File: src/rtl/multi_opll_bridge_pkg.sv
// Shared types and defaults for the multi-OPLL bus bridge.
package opll_bridge_pkg;

  typedef enum logic [1:0] {
    ST_IDLE  = 2'd0,
    ST_ISSUE = 2'd1,
    ST_WAIT  = 2'd2
  } state_t;

  localparam int unsigned DEF_ADDR_WAIT = 12;
  localparam int unsigned DEF_DATA_WAIT = 84;

  typedef struct packed {
    logic       a0;
    logic [7:0] d;
  } fifo_entry_t;

  function automatic int unsigned max_u(input int unsigned a, input int unsigned b);
    return (a > b) ? a : b;
  endfunction

endpackage

File: src/rtl/multi_opll_bridge_if.sv
// Cartridge-side request bus: one write/read request per cycle, combinational ready.
interface multi_opll_bridge_if;
  logic        memreq;
  logic        ioreq;
  logic [15:0] address;
  logic        write;
  logic        valid;
  logic        ready;
  logic [7:0]  wdata;

  modport master (output memreq, ioreq, address, write, valid, wdata, input ready);
  modport slave  (input memreq, ioreq, address, write, valid, wdata, output ready);
endinterface

File: src/rtl/multi_opll_bridge_queue.sv
// Per-chip write queue: FIFO of pending register writes replayed to one OPLL,
// each followed by the chip's access-wait counted in enable pulses.
module opll_write_queue
  import opll_bridge_pkg::*;
#(
  parameter int unsigned FIFO_DEPTH = 4,
  parameter int unsigned ADDR_WAIT  = DEF_ADDR_WAIT,
  parameter int unsigned DATA_WAIT  = DEF_DATA_WAIT
) (
  input  logic        clk,
  input  logic        reset,
  input  logic        enable,
  input  logic        i_push,
  input  fifo_entry_t i_entry,
  output logic        o_full,
  output logic        o_cs_n,
  output logic        o_wr_n,
  output logic        o_a0,
  output logic [7:0]  o_d
);

  localparam int unsigned AW = $clog2(FIFO_DEPTH);
  localparam int unsigned PW = AW + 1;
  localparam int unsigned CW = $clog2(max_u(ADDR_WAIT, DATA_WAIT) + 1);

  fifo_entry_t    r_mem [FIFO_DEPTH];
  logic [PW-1:0]  r_wptr, r_rptr;
  logic [PW-1:0]  w_count;
  logic           w_empty, w_push, w_pop;
  state_t         r_state, w_state_nxt;
  logic [CW-1:0]  r_cnt, w_cnt_nxt;
  logic           r_a0;
  logic [7:0]     r_d;

  // Fullness comes from the registered pointers only, so a same-cycle pop never frees a slot.
  assign w_count = r_wptr - r_rptr;
  assign w_empty = (w_count == '0);
  assign o_full  = (w_count == PW'(FIFO_DEPTH));
  assign w_push  = i_push & ~o_full;
  assign o_a0    = r_a0;
  assign o_d     = r_d;

  // Entry storage; contents are don't-care until the write pointer covers them.
  always_ff @(posedge clk) begin
    if (w_push) r_mem[r_wptr[AW-1:0]] <= i_entry;
  end

  // Next-state, pop request and chip strobes.
  always_comb begin
    w_state_nxt = r_state;
    w_cnt_nxt   = r_cnt;
    w_pop       = 1'b0;
    o_cs_n      = 1'b1;
    o_wr_n      = 1'b1;
    case (r_state)
      ST_IDLE: begin
        if (!w_empty) begin
          w_pop       = 1'b1;
          w_state_nxt = ST_ISSUE;
        end
      end
      ST_ISSUE: begin
        o_cs_n = 1'b0;
        o_wr_n = 1'b0;
        if (enable) begin
          w_state_nxt = ST_WAIT;
          w_cnt_nxt   = r_a0 ? CW'(DATA_WAIT) : CW'(ADDR_WAIT);
        end
      end
      ST_WAIT: begin
        if (r_cnt == '0) begin
          w_state_nxt = ST_IDLE;
        end else if (enable) begin
          w_cnt_nxt = r_cnt - CW'(1);
          if (r_cnt == CW'(1)) w_state_nxt = ST_IDLE;
        end
      end
      default: w_state_nxt = ST_IDLE;
    endcase
  end

  // State, pacing counter, FIFO pointers and the held write presented to the chip.
  always_ff @(posedge clk or posedge reset) begin
    if (reset) begin
      r_state <= ST_IDLE;
      r_cnt   <= '0;
      r_wptr  <= '0;
      r_rptr  <= '0;
      r_a0    <= 1'b0;
      r_d     <= '0;
    end else begin
      r_state <= w_state_nxt;
      r_cnt   <= w_cnt_nxt;
      if (w_push) r_wptr <= r_wptr + PW'(1);
      if (w_pop) begin
        r_rptr <= r_rptr + PW'(1);
        r_a0   <= r_mem[r_rptr[AW-1:0]].a0;
        r_d    <= r_mem[r_rptr[AW-1:0]].d;
      end
    end
  end

endmodule

File: src/rtl/multi_opll_bridge.sv
// Bus front-end for N OPLL cores: address decode, write queuing per chip,
// and a saturating mixer of the chip sound outputs.
module multi_opll_bridge
  import opll_bridge_pkg::*;
#(
  parameter int unsigned           N_CHIP     = 2,
  parameter int unsigned           FIFO_DEPTH = 4,
  parameter logic [N_CHIP*8-1:0]   IO_BASE    = {8'h7A, 8'h7C},
  parameter logic [N_CHIP*16-1:0]  MEM_BASE   = {16'h7FF2, 16'h7FF4},
  parameter int unsigned           ADDR_WAIT  = DEF_ADDR_WAIT,
  parameter int unsigned           DATA_WAIT  = DEF_DATA_WAIT,
  parameter int unsigned           MIX_SHIFT  = 1
) (
  input  logic                  clk,
  input  logic                  reset,
  input  logic                  enable,
  multi_opll_bridge_if.slave    bus,
  output logic [N_CHIP-1:0]     opll_cs_n,
  output logic [N_CHIP-1:0]     opll_wr_n,
  output logic [N_CHIP-1:0]     opll_a0,
  output logic [8*N_CHIP-1:0]   opll_d,
  input  logic [16*N_CHIP-1:0]  sound_in,
  output logic [15:0]           sound_mix,
  output logic                  mix_sat
);

  localparam int unsigned SW = 16 + $clog2(N_CHIP);
  localparam logic signed [SW-1:0] SAT_HI = SW'(32767);
  localparam logic signed [SW-1:0] SAT_LO = SW'(-32768);

  logic [N_CHIP-1:0]     w_hit, w_sel, w_full, w_push;
  logic                  w_found;
  fifo_entry_t           w_entry;
  logic signed [SW-1:0]  w_sum;
  logic [15:0]           w_mix_nxt;
  logic                  w_sat_nxt;
  logic [15:0]           r_mix;
  logic                  r_sat;

  // Address decode with lowest-index priority when several chips match.
  always_comb begin
    w_hit   = '0;
    w_sel   = '0;
    w_found = 1'b0;
    for (int unsigned i = 0; i < N_CHIP; i++) begin
      w_hit[i] = (bus.ioreq  && (bus.address[7:1]  == IO_BASE[8*i+1 +: 7])) ||
                 (bus.memreq && (bus.address[15:1] == MEM_BASE[16*i+1 +: 15]));
      if (w_hit[i] && !w_found) begin
        w_sel[i] = 1'b1;
        w_found  = 1'b1;
      end
    end
  end

  assign w_push    = {N_CHIP{bus.valid & bus.write}} & w_sel & ~w_full;
  assign bus.ready = ~(bus.valid & bus.write & (|(w_sel & w_full)));
  assign w_entry   = '{a0: bus.address[0], d: bus.wdata};

  for (genvar g = 0; g < N_CHIP; g++) begin : g_chip
    opll_write_queue #(
      .FIFO_DEPTH(FIFO_DEPTH),
      .ADDR_WAIT (ADDR_WAIT),
      .DATA_WAIT (DATA_WAIT)
    ) u_queue (
      .clk    (clk),
      .reset  (reset),
      .enable (enable),
      .i_push (w_push[g]),
      .i_entry(w_entry),
      .o_full (w_full[g]),
      .o_cs_n (opll_cs_n[g]),
      .o_wr_n (opll_wr_n[g]),
      .o_a0   (opll_a0[g]),
      .o_d    (opll_d[8*g +: 8])
    );
  end

  // Widened signed sum of the pre-shifted chip outputs, clamped to 16 bits.
  always_comb begin
    w_sum     = '0;
    w_mix_nxt = '0;
    w_sat_nxt = 1'b0;
    for (int unsigned i = 0; i < N_CHIP; i++) begin
      w_sum = w_sum + SW'($signed(sound_in[16*i +: 16]) >>> MIX_SHIFT);
    end
    if (w_sum > SAT_HI) begin
      w_mix_nxt = 16'h7FFF;
      w_sat_nxt = 1'b1;
    end else if (w_sum < SAT_LO) begin
      w_mix_nxt = 16'h8000;
      w_sat_nxt = 1'b1;
    end else begin
      w_mix_nxt = w_sum[15:0];
    end
  end

  // Mix output updates on enable pulses; the saturation flag lasts one clock.
  always_ff @(posedge clk or posedge reset) begin
    if (reset) begin
      r_mix <= '0;
      r_sat <= 1'b0;
    end else begin
      r_sat <= enable & w_sat_nxt;
      if (enable) r_mix <= w_mix_nxt;
    end
  end

  assign sound_mix = r_mix;
  assign mix_sat   = r_sat;

endmodule
File: src/flat_wrapper.sv
// flat-port wrapper written by rule: the top's interface ports become plain ports
module multi_opll_bridge_flat import opll_bridge_pkg::*;
#(
  parameter int unsigned           N_CHIP     = 2,
  parameter int unsigned           FIFO_DEPTH = 4,
  parameter logic [N_CHIP*8-1:0]   IO_BASE    = {8'h7A, 8'h7C},
  parameter logic [N_CHIP*16-1:0]  MEM_BASE   = {16'h7FF2, 16'h7FF4},
  parameter int unsigned           ADDR_WAIT  = DEF_ADDR_WAIT,
  parameter int unsigned           DATA_WAIT  = DEF_DATA_WAIT,
  parameter int unsigned           MIX_SHIFT  = 1
)
  (clk, reset, enable, opll_cs_n, opll_wr_n, opll_a0, opll_d, sound_in, sound_mix, mix_sat, bus_memreq, bus_ioreq, bus_address, bus_write, bus_valid, bus_wdata, bus_ready);
  multi_opll_bridge_if bus_i ();
  input  logic clk;
  input  logic reset;
  input  logic enable;
  output logic [N_CHIP-1:0] opll_cs_n;
  output logic [N_CHIP-1:0] opll_wr_n;
  output logic [N_CHIP-1:0] opll_a0;
  output logic [8*N_CHIP-1:0] opll_d;
  input  logic [16*N_CHIP-1:0] sound_in;
  output logic [15:0] sound_mix;
  output logic mix_sat;
  input wire logic [$bits(bus_i.memreq)-1:0] bus_memreq;
  input wire logic [$bits(bus_i.ioreq)-1:0] bus_ioreq;
  input wire logic [$bits(bus_i.address)-1:0] bus_address;
  input wire logic [$bits(bus_i.write)-1:0] bus_write;
  input wire logic [$bits(bus_i.valid)-1:0] bus_valid;
  input wire logic [$bits(bus_i.wdata)-1:0] bus_wdata;
  output wire logic [$bits(bus_i.ready)-1:0] bus_ready;
  assign bus_i.memreq = bus_memreq;
  assign bus_i.ioreq = bus_ioreq;
  assign bus_i.address = bus_address;
  assign bus_i.write = bus_write;
  assign bus_i.valid = bus_valid;
  assign bus_i.wdata = bus_wdata;
  assign bus_ready = bus_i.ready;
  multi_opll_bridge #(.N_CHIP(N_CHIP), .FIFO_DEPTH(FIFO_DEPTH), .IO_BASE(IO_BASE), .MEM_BASE(MEM_BASE), .ADDR_WAIT(ADDR_WAIT), .DATA_WAIT(DATA_WAIT), .MIX_SHIFT(MIX_SHIFT)) u_core (.clk(clk), .reset(reset), .enable(enable), .bus(bus_i), .opll_cs_n(opll_cs_n), .opll_wr_n(opll_wr_n), .opll_a0(opll_a0), .opll_d(opll_d), .sound_in(sound_in), .sound_mix(sound_mix), .mix_sat(mix_sat));
endmodule
File: config.mk
export PLATFORM = sky130hd
export DESIGN_NAME = multi_opll_bridge_flat
export DESIGN_NICKNAME = d
export VERILOG_FILES = /design/src/rtl/multi_opll_bridge_pkg.sv /design/src/rtl/multi_opll_bridge_if.sv /design/src/rtl/multi_opll_bridge_queue.sv /design/src/rtl/multi_opll_bridge.sv /design/src/flat_wrapper.sv
export SDC_FILE = /design/constraint.sdc
export NUM_CORES = 1
export LEC_CHECK = 0
export CORE_MARGIN = 2
export CORE_UTILIZATION = 30
export CTS_BUF_LIST = sky130_fd_sc_hd__clkbuf_16
export DETAILED_ROUTE_END_ITERATION = 6
export GPL_TIMING_DRIVEN = 1
export PLACE_DENSITY = 0.52
export SLEW_MARGIN = 20
export SYNTH_ARGS = -nofsm -noshare
export SYNTH_HDL_FRONTEND = slang
export SYNTH_SLANG_ARGS = --single-unit
export TNS_END_PERCENT = 5
File: constraint.sdc
create_clock -name clk -period 2.9 [get_ports clk]
set_clock_uncertainty 0.2 [all_clocks]
set_input_delay 0.58 -clock clk [delete_from_list [all_inputs] [get_ports clk]]
set_output_delay 0.58 -clock clk [all_outputs]
set_load 0.03 [all_outputs]
Word level (Yosys, flattened, before mapping)
Memories as Yosys holds them, arrays and structs flattened. A register that Yosys moved wholly into a read port is not among the register bits.
Index checks and enable logic that the tools add are counted.
{ "word_totals": {"ff_bits": 47, "latch_bits": 0, "mem_bits_rw": 72, "romBits": 0, "input_bits": 63, "wordCells": 117, "mem_count": 2} }
{ "memory_table": {"columns": ["name", "depth", "word_bits", "rd", "rd_ports_with_merged_regs", "wr", "line", "rtl"], "rows": [
  ["u_core.g_chip[0].u_queue.r_mem", 4, 9, 1, 1, 1, "multi_opll_bridge_queue.sv:26", "fifo_entry_t r_mem [FIFO_DEPTH];"],
  ["u_core.g_chip[1].u_queue.r_mem", 4, 9, 1, 1, 1, "multi_opll_bridge_queue.sv:26", null]
]} }
{ "classes": {"add_sub_neg": 9, "multipliers": 0, "div": 0, "order_cmp": 2, "eq_ne": 24, "shifts": 0, "muxes": 37, "bitwise": 12, "n_reduce_logical": 21} }
{ "op_table": {"columns": ["op", "n"], "rows": [
  ["7-bit two-way mux", 8],
  ["16-bit two-way mux", 2],
  ["15-bit by 14-bit equality test with 1-bit output, second input constant", 2],
  ["7-bit one-hot mux with 2 select lines", 2],
  ["2-bit two-way mux", 9],
  ["17-bit by 16-bit > comparator with 1-bit output, second input constant", 1],
  ["17-bit by 16-bit less-than comparator with 1-bit output, second input constant", 1],
  ["15-bit by 15-bit adder with 16-bit output", 1],
  ["2-bit inequality test, second input constant", 8],
  ["4-bit AND reduction", 4],
  ["7-bit by 1-bit equality test with 1-bit output, second input constant", 2],
  ["7-bit by 6-bit equality test with 1-bit output, second input constant", 2],
  ["7-bit zero test", 2],
  ["1-bit two-way mux", 14],
  ["7-bit by 1-bit subtractor with 7-bit output, second input constant", 2],
  ["3-bit by 1-bit adder with 3-bit output, second input constant", 4],
  ["3-bit inequality test, second input constant", 4],
  ["2-bit one-hot mux with 3 select lines", 2],
  ["2-bit bitwise AND", 3],
  ["3-bit equality test, second input constant", 2],
  ["3-bit zero test", 2],
  ["3-bit subtractor", 2],
  ["1-bit bitwise AND", 5],
  ["1-bit logical AND", 5],
  ["9 further kinds", 16]
]} }

Depth between registers and ports, before layout
Gate-level depths: netlist of the first run.
{ "logic_depth": {"ltp_word": 12, "ltp_mapped": 9} }

Hierarchy
Synthesis of the first run repeated with hierarchy kept, for this count alone.
{ "hier_totals": {"hier_cells": 518, "hier_area_um2": 6784.0} }
{ "by_module_without_submodules": {"columns": ["module", "instances", "cells_each", "area_per_inst_um2", "seq_area_each_um2"], "rows": [
  ["opll_write_queue", 2, 170, 2626.3, 1681.6],
  ["multi_opll_bridge", 1, 178, 1531.5, 425.4]
]} }

Worst setup path before layout of the first run
OpenSTA, ideal clock, no wires.
{ "synth_path": {"kind": "in2reg", "from": "in bus_address[3]", "to": "mem u_core.g_chip[0].u_queue.r_mem[3][0] (netlist bit) (enable)", "t_arrival_ns": 2.028, "t_required_ns": 2.314, "slack_ns": 0.287, "cell_stages": 4, "n_path_buf": 0, "cell_sequence": "nand4b_1 -> nor4_2 -> o2111ai_2 -> nor4_2"} }
{ "synth_via": {"elab_chain_len": 9, "elab_cells_between_ends": 11, "classes_between": "2 x eq/ne; 3 x mux; 3 x bitwise; 3 x reduce/logical"} }
{ "synth_rtl": {"columns": ["element", "line", "rtl"], "rows": [
  ["start, declared", "flat_wrapper.sv:26", "input wire logic [$bits(bus_i.address)-1:0] bus_address;"],
  ["15-bit by 14-bit equality test with 1-bit output / 7-bit by 6-bit equality test with 1-bit output (equally long branches)", "multi_opll_bridge.sv:47, multi_opll_bridge.sv:46", null],
  ["1-bit logical AND, on equally long branches", "multi_opll_bridge.sv:47, multi_opll_bridge.sv:46", null],
  ["1-bit logical OR (*)", "multi_opll_bridge.sv:46", "w_hit[i] = (bus.ioreq && (bus.address[7:1] == IO_BASE[8*i+1 +: 7])) ||"],
  ["1-bit two-way mux (*)", "multi_opll_bridge.sv:48", "if (w_hit[i] && !w_found) begin"],
  ["2-bit bitwise AND (*) (2 in series)", "multi_opll_bridge.sv:55", "assign w_push = {N_CHIP{bus.valid & bus.write}} & w_sel & ~w_full;"],
  ["1-bit bitwise AND (*)", "multi_opll_bridge_queue.sv:39", "assign w_push = i_push & ~o_full;"],
  ["1-bit two-way mux (*)", "multi_opll_bridge_queue.sv:45", "if (w_push) r_mem[r_wptr[AW-1:0]] <= i_entry;"],
  ["1-bit two-way mux (not written as such) (*)", "multi_opll_bridge_queue.sv:45", null],
  ["end, declared", "multi_opll_bridge_queue.sv:26", null]
]} }
Every way passes the cells marked *; elsewhere a longest branch is shown, timed or not.

Worst setup path after layout of the first run
{ "layout_path": {"from": "in bus_address[12]", "to": "out bus_ready"} }
{ "layout_via": {"elab_chain_len": 11, "elab_cells_between_ends": 14, "classes_between": "2 x eq/ne; 2 x mux; 3 x bitwise; 7 x reduce/logical"} }
{ "layout_rtl": {"columns": ["element", "line", "rtl"], "rows": [
  ["15-bit by 14-bit equality test with 1-bit output", "multi_opll_bridge.sv:47", "(bus.memreq && (bus.address[15:1] == MEM_BASE[16*i+1 +: 15]));"],
  ["1-bit logical AND", "multi_opll_bridge.sv:47", null],
  ["1-bit logical OR", "multi_opll_bridge.sv:46", null],
  ["1-bit two-way mux", "multi_opll_bridge.sv:48", null],
  ["1-bit zero test", "multi_opll_bridge.sv:48", null],
  ["1-bit logical AND", "multi_opll_bridge.sv:48", null],
  ["1-bit two-way mux", "multi_opll_bridge.sv:48", null],
  ["2-bit bitwise AND (*)", "multi_opll_bridge.sv:56", "assign bus.ready = ~(bus.valid & bus.write & (|(w_sel & w_full)));"],
  ["2-bit OR reduction (*)", "multi_opll_bridge.sv:56", null],
  ["1-bit bitwise AND (*)", "multi_opll_bridge.sv:56", null],
  ["1-bit inverter (*)", "multi_opll_bridge.sv:56", null],
  ["end, declared", "flat_wrapper.sv:30", "output wire logic [$bits(bus_i.ready)-1:0] bus_ready;"]
]} }
Marks and branches as above.

==> metrics.md, run 1 <==
| Metric | Value |
|---|---|
| Power Density | `slightly below 900 nW/um^2` |
| Logic pwr share | `38.5%` |
| Routed vias | `around 4,400` |
| R2R Path End | `u_core.g_chip[0].u_queue.r_mem[1][4]` |
| Core Box Area | `21,800 um^2` |
| Outcome | `complete, no violations` |
| Die Y | `~150 um` |
| Synth Instances | `roughly 490` |
| Multi-input gate area | `2660 um^2` |
| Clk pwr share | `27.0%` |
| Initial DRC count | `238` |
| First-pass GRT wire length | `between 20 and 25 mm` |
| Worst Path Max Fanout | `2` |
| Largest stage delay on the critical path | `about 0.46 ns` |
| Switch Pwr | `roughly 2.7 mW` |
| Max clock buf depth | `2` |
| Synth-to-layout area growth | `32.9%` |
| CTS tree | `done` |
| Rel. slew slack | `about three fifths` |
| Mapped Nets | `585` |
| Worst reg2reg startpoint | `u_core.g_chip[0].u_queue.r_wptr[0]` |
| Largest net degree at the start of global routing | `34` |
| Tot GR Track Use | `between 10% and 20%` |
| Total routed wirelength | `approximately 15 mm` |
| Peak VDD IR | `around 600 uV` |
| Vias per inst | `approximately 4.8` |
| Storage element area | `3790 um^2` |
| Internal reg-to-reg setup slack | `around 0.5 ns` |
| Crit-path cells | `clkdlybuf4s50_1 -> nand4_1 -> nor4_2 -> o2111ai_2 -> o21bai_2 -> buf_4` |
| Sequential Power Share | `between 30% and 40%` |
| Final worst setup slack | `about 0.08 ns` |
| Detail Route Antenna Nets | `0` |
| Final setup violation count | `0` |
| Sw frac | `34.8%` |
| Startpoint Class | `input port` |
| CTS buffer count | `17` |
| TritonCTS Sinks | `between 100 and 150` |
| RSZ-0062 raised after global routing | `true` |
| YS warnings | `0` |
| Primary FF master, synth | `edfxtp_1` |
| Fill cells | `~2,000` |
| Most frequent cells in the layout | `clkdlybuf4s50_1 (99), edfxtp_1 (72), dfrtp_1 (65), ha_1 (35), buf_4 (29)` |
| Crit path from | `bus_address[12]` |
| Max-cap violations | `0` |
| Syn Std Cell Area | `between 6000 and 7000 um^2` |
| Most common cell after layout, fill and taps aside | `clkdlybuf4s50_1` |
| Crit path arrival time | `2.04 ns` |
| Distinct cell type count after synthesis | `slightly above 60` |
| Clk slew on worst S/H paths | `around 0.060 ns` |
| Port Buffers | `100` |
| Slowest cell on the critical path | `clkdlybuf4s50_1` |
| Ant diodes | `0` |
| Final HPWL DP | `10.5 mm` |
| Mean routed wirelength per cell | `about 16 um` |
| Post-place setup slack | `-0.262 ns` |
| CTS Root Cell | `clkbuf_16` |
| CP Class | `input port to output port` |
| Worst setup EP type | `output port` |
| Drc violations | `0` |
| Io pins | `between 100 and 150` |
| Number of global-route vias before repair | `4,600` |
| Hold-fix buffers at CTS | `0` |
| Worst-Skew Late Latency | `0.42 ns` |
| Final Max Tran Viols | `0` |
| Worst-Margin Slew | `between 0.5 and 0.6 ns` |
| Standard-cell row count | `54` |
| Static Leak | `approximately 3.4 nW` |
| Floorplan die width | `between 150 and 200 um` |
| H-tree depth | `4` |
| Post-synthesis sequential area ratio | `between 50% and 60%` |
| DIE AREA | `about 23,000 um^2` |
| Antenna violations before repair | `0` |
| Yosys reg bits | `approximately 140` |
| Reg2Reg Depth | `8` |
| Number of synthesized flops with an enable pin | `72` |
| Starting Density | `around 30%` |
| Share of layout cells above drive strength 1 | `a little over a fifth` |
| Worst min path class | `input port to async pin` |
| Internal | `5.07 mW` |
| Asr flop ratio synth | `47.4%` |
| Mean Syn Cell Area | `13.6 um^2` |
| Worst Setup EP | `bus_ready` |
| 1st-pass router iterations | `4` |
| Total power | `between 7 and 8 mW` |
| Period utilization | `a little over nine tenths` |
| Nets | `a little over 700` |
| Grt ovf | `0` |
| Critical Path RT | `around 2.1 ns` |
| Fmax | `355 MHz` |
| Hold Violations, Final | `0` |
| Min Tclk post-route | `about 2.8 ns` |
| GP Congestion | `about 0.80` |
-- Yosys cell counts (all sizes together) (11+ instances only) --
library cell / instances / area (um^2)
a21oi: 24 / 120
clkbuf: 11 / 43.8
dfrtp: 65 / 1630
edfxtp: 72 / 2160
ha: 35 / 438
inv: 28 / 105
mux2: 31 / 402
mux4: 18 / 405
nand2: 28 / 105
nor2: 18 / 67.6
nor3: 11 / 65.1
o21ai: 19 / 95.1
xnor2: 11 / 96.3
xor2: 11 / 96.3
-- timing repair --
action | 4_1_cts | 5_1_grt
endpoints found under the hold margin | 0 | 0
buffers inserted | 1 | 0
resized for setup | 1 | 6
setup endpoints to repair | 1 | 3
pin swaps | 2 | 0
gates cloned | 0 | 0
-- per-layer routing --
metal	up-vias	track usage (%)	share of wire, %
met5	-	0	0
met4	0	3.40	0.80
met1	2186	17.2	46
li1	2090	-	-
met2	107	22.0	48
met3	16	3.78	4.2
-- state kept, by name (all words and copies together), names as in the netlist --
| name | count |
|---|---|
| u_core.g_chip.u_queue.r_state | 4 |
| u_core.g_chip.u_queue.r_rptr | 6 |
| u_core.g_chip.u_queue.r_wptr | 6 |
| u_core.g_chip.u_queue.o_a0 | 2 |
| u_core.g_chip.u_queue.r_cnt | 14 |
| u_core.mix_sat | 1 |
| u_core.sound_mix | 16 |
| u_core.g_chip.u_queue.o_d | 16 |
| u_core.g_chip.u_queue.r_mem | 72 |
-- metrics by stage --
| stage | hold WS (ns) | setup TNS [ns] | util, % | instance area, um^2 | instances |
|---|---|---|---|---|---|
| 6_report | 0.235 | 0 | 40.5 | 8820 | 914 |
| 4_1_cts | 0.232 | 0 | 40.4 | 8790 | 914 |
| 5_1_grt | 0.263 | -0.0144 | 40.5 | 8820 | 914 |
| 3_5_place_dp | 0.276 | -14.21 | 37.8 | 8210 | 881 |
| 2_1_floorplan | 0.260 | 0 | - | 6630 | 486 |
| 3_3_place_gp | 0.275 | -11.95 | 37.8 | 8210 | 881 |
-- cells by family after synthesis --
logic type	Yosys count	share of synthesized area [%]
other	1	0.0565
DFF	137	57.1
buffers and inverters	47	3.26
AOI/OAI and AO/OA	96	9.94
muxes	49	12.2
xor gates and xnor gates	22	2.90
and+or+nand+nor	98	7.66
adders and majority gates	36	6.90
-- power groups by stage --
stage / sequential [mW] / clock [mW] / combinational [mW]
global placement: 2.71 / 0 / 2.96
floorplan: 2.98 / 0 / 1.83
global route: 2.74 / 2.24 / 3.25
finish: 2.69 / 2.10 / 2.99
CTS: 2.69 / 2.15 / 3.01
detailed placement: 2.72 / 0 / 2.99
-- worst max-delay path, delay by kind of cell --
kind	cells	cell delay, ns
AND/OR/NAND/NOR	2	0.37
AO/OA/AOI/OAI	2	0.44
buffers and inverters	2	0.64
-- worst min path at each step --
stage,from,endpoint,slack [ns],cells after the start
global placement,u_core.g_chip[1].u_queue.r_wptr[2],u_core.g_chip[1].u_queue.r_wptr[2],0.28,1
CTS,reset,u_core.g_chip[0].u_queue.o_d[1],0.23,2
floorplan,u_core.g_chip[0].u_queue.r_wptr[2],u_core.g_chip[0].u_queue.r_wptr[2],0.26,1
global route,reset,u_core.g_chip[0].u_queue.o_d[1],0.26,2
finish,reset,u_core.g_chip[0].u_queue.o_d[0],0.23,2
detailed placement,u_core.g_chip[0].u_queue.r_rptr[2],u_core.g_chip[0].u_queue.r_rptr[2],0.28,1
-- area by class of cell --
type                    count  share of cell area (%)
multi-input cells         302                    30.2
flip-flops and latches    137                    43.0
clock inverters            15                    1.59
well taps                 280                    3.97
clock buffers              17                    4.82
repair buffers            135                    15.3
inverters                  28                    1.19
(Power assumes the default switching activity.)
==> run 2, diff against run 1 <==
Settings changed: CTS_CLUSTER_SIZE set to 16, SKIP_CTS_REPAIR_TIMING set to 1.
==> metrics.md, run 2 (same netlist as run 1, synthesis figures left out) <==
| Metric | Value |
|---|---|
| Ant diodes | `0` |
| Hold Violations, Final | `0` |
| CP Class | `input port to output port` |
| Largest stage delay on the critical path | `about 0.46 ns` |
| Standard-cell row count | `54` |
| DP Cell Count | `approximately 880` |
| CTS Root Cell | `clkbuf_16` |
| Io pins | `around 100` |
| Antenna violations before repair | `0` |
| Buf+Inv Stages, Crit Path | `2` |
| Period utilization | `a little over nine tenths` |
| CTS buffer count | `17` |
| Port Buffers | `100` |
| Static Leak | `~3.4 nW` |
| Internal reg-to-reg setup slack | `around 0.50 ns` |
| Synth-to-layout area growth | `32.6%` |
| Number of global-route vias before repair | `between 4,000 and 5,000` |
| Worst min path class | `input port to async pin` |
| Worst-Margin Slew | `approximately 0.58 ns` |
| Share of layout cells above drive strength 1 | `20.2%` |
| H-tree depth | `4` |
| Critical Path RT | `about 2.1 ns` |
| Mean routed wirelength per cell | `about 16 um` |
| Routed vias | `between 4,000 and 5,000` |
| Hold_ws | `0.240 ns` |
| Internal | `roughly 5 mW` |
| DIE AREA | `23,300 um^2` |
| Sw frac | `34.7%` |
| Power Density | `roughly 880 nW/um^2` |
| CTS tree | `done` |
| Outcome | `complete, no violations` |
| Crit-path cells | `clkdlybuf4s50_1 -> nand4_1 -> nor4_2 -> o2111ai_2 -> o21bai_2 -> buf_4` |
| Worst setup EP type | `output port` |
| Startpoint Class | `input port` |
| Layout Cells excl Fill | `913` |
| Worst Path Max Fanout | `3` |
| Initial DRC count | `280` |
| 1st-pass router iterations | `5` |
| Max reg flops | `72` |
| Most common cell after layout, fill and taps aside | `clkdlybuf4s50_1` |
| Fill cells | `slightly above 2,000` |
| Clk slew on worst S/H paths | `approximately 0.060 ns` |
| Final TNS setup | `0 ns` |
| Floorplan die width | `153 um` |
| Core Box Area | `between 20,000 and 25,000 um^2` |
| Most frequent cells in the layout | `clkdlybuf4s50_1 (99), edfxtp_1 (72), dfrtp_1 (65), ha_1 (35)` |
| GP Congestion | `around 0.8` |
| Tot GR Track Use | `about an eighth` |
| Final Max Tran Viols | `0` |
| Detail Route Antenna Nets | `0` |
| Slowest cell on the critical path | `clkdlybuf4s50_1` |
| Worst-Skew Late Latency | `0.42 ns` |
| Final HPWL DP | `10.5 mm` |
| Min Tclk post-route | `about 2.8 ns` |
| Total routed wirelength | `15.0 mm` |
| Fmax | `about 350 MHz` |
| Largest net degree at the start of global routing | `34` |
| Grt ovf | `0` |
| Logic pwr share | `around two fifths` |
| Switch Pwr | `2.70 mW` |
| Nets | `~700` |
| Clk pwr share | `between 20% and 30%` |
| Sequential Power Share | `34.6%` |
| Starting Density | `a little under a third` |
| Max-cap violations | `0` |
| Crit path arrival time | `2.07 ns` |
| First-pass GRT wire length | `24.6 mm` |
| TritonCTS Sinks | `roughly 140` |
| Peak VDD IR | `around 590 uV` |
| Final setup violation count | `0` |
| Max clock buf depth | `2` |
| Die Y | `between 150 and 200 um` |
| Rel. slew slack | `about three fifths` |
| Drc violations | `0` |
| Vias per inst | `about 4.8` |
| Critical path's top delay family | `buffers and inverters` |
| RSZ-0062 raised after global routing | `true` |
[run 2: changes by cell type in the layout (fill, tap and decap cells not counted), sizes merged]
cell | before | now
buf | 36 | 35
[run 2: worst register-to-register path, delay by kind of cell (launching register included)]
| kind | cells | cell delay (ns) |
|---|---|---|
| simple gates | 4 | 0.84 |
| flops | 1 | 0.38 |
| buf+inv | 2 | 0.27 |
| xor+xnor | 1 | 0.23 |
| fa+ha+maj | 1 | 0.20 |
[run 2: per-stage QoR]
stage	total power, mW	cell area (um^2)	utilization, %	setup slack (ns)
after floorplan	4.81	6630	-	0.287
after global placement	5.67	8210	37.8	-0.238
after detailed placement	5.71	8210	37.8	-0.262
after CTS	7.85	8780	40.4	-0.0960
after global routing	8.22	8800	40.4	-0.0436
final	7.76	8800	40.4	0.0549
[run 2: final timing paths]
check	start	to	cells after the start
setup reg to reg	u_core.g_chip[0].u_queue.r_wptr[0]	u_core.g_chip[0].u_queue.r_mem[1][0]	8
setup / recovery	bus_address[12]	bus_ready	6
max in group asynchronous	reset	u_core.g_chip[1].u_queue.r_cnt[0]	3
hold reg to reg	u_core.g_chip[0].u_queue.r_rptr[2]	u_core.g_chip[0].u_queue.r_rptr[2]	1
min in group clk	u_core.g_chip[0].u_queue.r_rptr[2]	u_core.g_chip[0].u_queue.r_rptr[2]	1
hold / removal	reset	u_core.g_chip[0].u_queue.o_d[0]	2
[run 2: area by class of cell]
class,count,area [um^2],area share [%]
clock buffers,17,425,4.84
clock inverters,15,140,1.59
inverters,28,105,1.19
multi-input cells,302,2650,30.1
flip-flops and latches,137,3790,43.1
well taps,280,350,3.98
repair buffers,134,1340,15.2
[run 2: power by group through the flow]
stage / clock network, mW / registers (mW) / logic (mW)
after global routing: 2.24 / 2.74 / 3.24
after CTS: 2.15 / 2.69 / 3.01
after global placement: 0 / 2.71 / 2.96
after floorplan: 0 / 2.98 / 1.83
after detailed placement: 0 / 2.72 / 2.99
final: 2.09 / 2.69 / 2.98
[run 2: per-layer routing]
layer  wire length (um)  GRT usage [%]
met1               6950           17.2
met2               7300           21.9
met3                628           3.78
met4                 93           3.40
met5                  0              0
==> run 3, diff against run 2 <==
Settings changed: CTS_CLUSTER_SIZE 16 to unset, REMOVE_ABC_BUFFERS set to 1.
==> metrics.md, run 3 (same netlist as run 1, synthesis figures left out) <==
| Metric | Value |
|---|---|
| Outcome | `complete, no violations` |
| Largest net degree at the start of global routing | `66` |
| Total power | `slightly below 8 mW` |
| TritonCTS Sinks | `approximately 140` |
| Most common cell after layout, fill and taps aside | `clkdlybuf4s50_1` |
| Mean routed wirelength per cell | `about 16 um` |
| Startpoint Class | `input port` |
| GP Congestion | `a little over 0.8` |
| CP Class | `input port to output port` |
| Nets | `720` |
| Critical Path RT | `approximately 2.1 ns` |
| Die Y | `approximately 150 um` |
| Worst setup EP type | `output port` |
| Post-place setup slack | `-0.184 ns` |
| Final TNS setup | `0 ns` |
| Largest stage delay on the critical path | `0.45 ns` |
| Number of global-route vias before repair | `4,546` |
| Min Tclk post-route | `2.77 ns` |
| Clk slew on worst S/H paths | `about 0.060 ns` |
| Buf+Inv Stages, Crit Path | `2` |
| Antenna violations before repair | `0` |
| Grt ovf | `0` |
| Fmax | `approximately 360 MHz` |
| Tot GR Track Use | `about an eighth` |
| 1st-pass router iterations | `4` |
| Fin area | `about 8800 um^2` |
| Layout Cells excl Fill | `slightly above 900` |
| Rel. slew slack | `approximately 62%` |
| H-tree depth | `4` |
| Detail Route Antenna Nets | `0` |
| Worst-Margin Slew | `roughly 0.55 ns` |
| Worst Path Max Fanout | `3` |
| Dpl cell area | `8210 um^2` |
| CTS Root Cell | `clkbuf_16` |
| Ant diodes | `0` |
| Standard-cell row count | `between 50 and 60` |
| Routed vias | `about 4,400` |
| Max clock buf depth | `2` |
| Final HPWL DP | `around 10 mm` |
| Worst min path class | `flip-flop to flip-flop` |
| Internal reg-to-reg setup slack | `roughly 0.56 ns` |
| DIE AREA | `23,300 um^2` |
| CTS buffer count | `17` |
| Vias per inst | `roughly 4.8` |
| Final setup violation count | `0` |
| Initial DRC count | `274` |
| Static Leak | `about 3.5 nW` |
| Core Box Area | `~22,000 um^2` |
| DP Cell Count | `slightly below 900` |
| Port Buffers | `100` |
| Slowest cell on the critical path | `clkdlybuf4s50_1` |
| CTS tree | `done` |
| Most frequent cells in the layout | `clkdlybuf4s50_1 (99), edfxtp_1 (72), dfrtp_1 (65), ha_1 (35), buf_4 (29)` |
| Crit-path cells | `clkdlybuf4s50_1 -> nand4_1 -> nor4_2 -> o2111ai_2 -> o21bai_1 -> buf_4` |
| Period utilization | `between 90% and 100%` |
| Fin util | `approximately two fifths` |
| Max reg flops | `72` |
| Total routed wirelength | `14.6 mm` |
| Hold Violations, Final | `0` |
| Synth-to-layout area growth | `32.9%` |
| Final worst setup slack | `~0.13 ns` |
| Peak VDD IR | `628 uV` |
| Worst-Skew Late Latency | `approximately 0.41 ns` |
| Share of layout cells above drive strength 1 | `about a fifth` |
| Io pins | `between 100 and 150` |
| Hold_ws | `approximately 0.28 ns` |
| Floorplan die width | `approximately 150 um` |
| Final Max Tran Viols | `0` |
| Power Density | `slightly below 900 nW/um^2` |
| Critical path's top delay family | `buffers and inverters` |
| RSZ-0062 raised after global routing | `false` |
| Drc violations | `0` |
| Starting Density | `a little under a third` |
| Crit path arrival time | `1.99 ns` |
| Max-cap violations | `0` |
| First-pass GRT wire length | `~24 mm` |
## run 3: worst paths after layout
kind,start,endpoint,depth (start not counted)
worst max-delay path,bus_memreq,bus_ready,6
worst min-delay path,u_core.g_chip[1].u_queue.r_wptr[2],u_core.g_chip[1].u_queue.r_wptr[2],1
worst max register to register,u_core.g_chip[0].u_queue.r_wptr[0],u_core.g_chip[0].u_queue.r_mem[1][3],9
worst min register to register,u_core.g_chip[1].u_queue.r_wptr[2],u_core.g_chip[1].u_queue.r_wptr[2],1
max in group asynchronous,reset,u_core.g_chip[0].u_queue.o_d[4],3
min in group asynchronous,reset,u_core.sound_mix[6],3
## run 3: routing by layer
metal  global-route usage, %  wire [um]  vias to the layer above
met3                    3.81        767                       12
li1                        -          -                     2096
met4                    3.44        145                        0
met1                    17.0       6860                     2140
met5                       0          0                        -
met2                    20.8       6800                      114
## run 3: area by class of cell
cell class	instances	area, um^2
multi-input cells	302	2640
fillers	2044	12900
clock inverters	15	161
inverters	28	105
repair buffers	135	1350
well taps	280	350
clock buffers	17	425
flip-flops and latches	137	3790
## run 3: worst reg2reg max path, cell delays in order (launching register included)
cell     delay, ns
dfrtp_1       0.37
inv_1         0.11
ha_1          0.21
nor2b_1       0.13
xnor2_1       0.24
nor2_1        0.12
nor3_2        0.16
buf_4         0.16
and2_1        0.21
buf_12        0.16
## run 3: power breakdown
part / switching [mW] / internal, mW / leakage (nW)
combinational: 1.52 / 1.46 / 1.74
clock: 0.858 / 1.28 / 0.285
sequential: 0.283 / 2.40 / 1.42
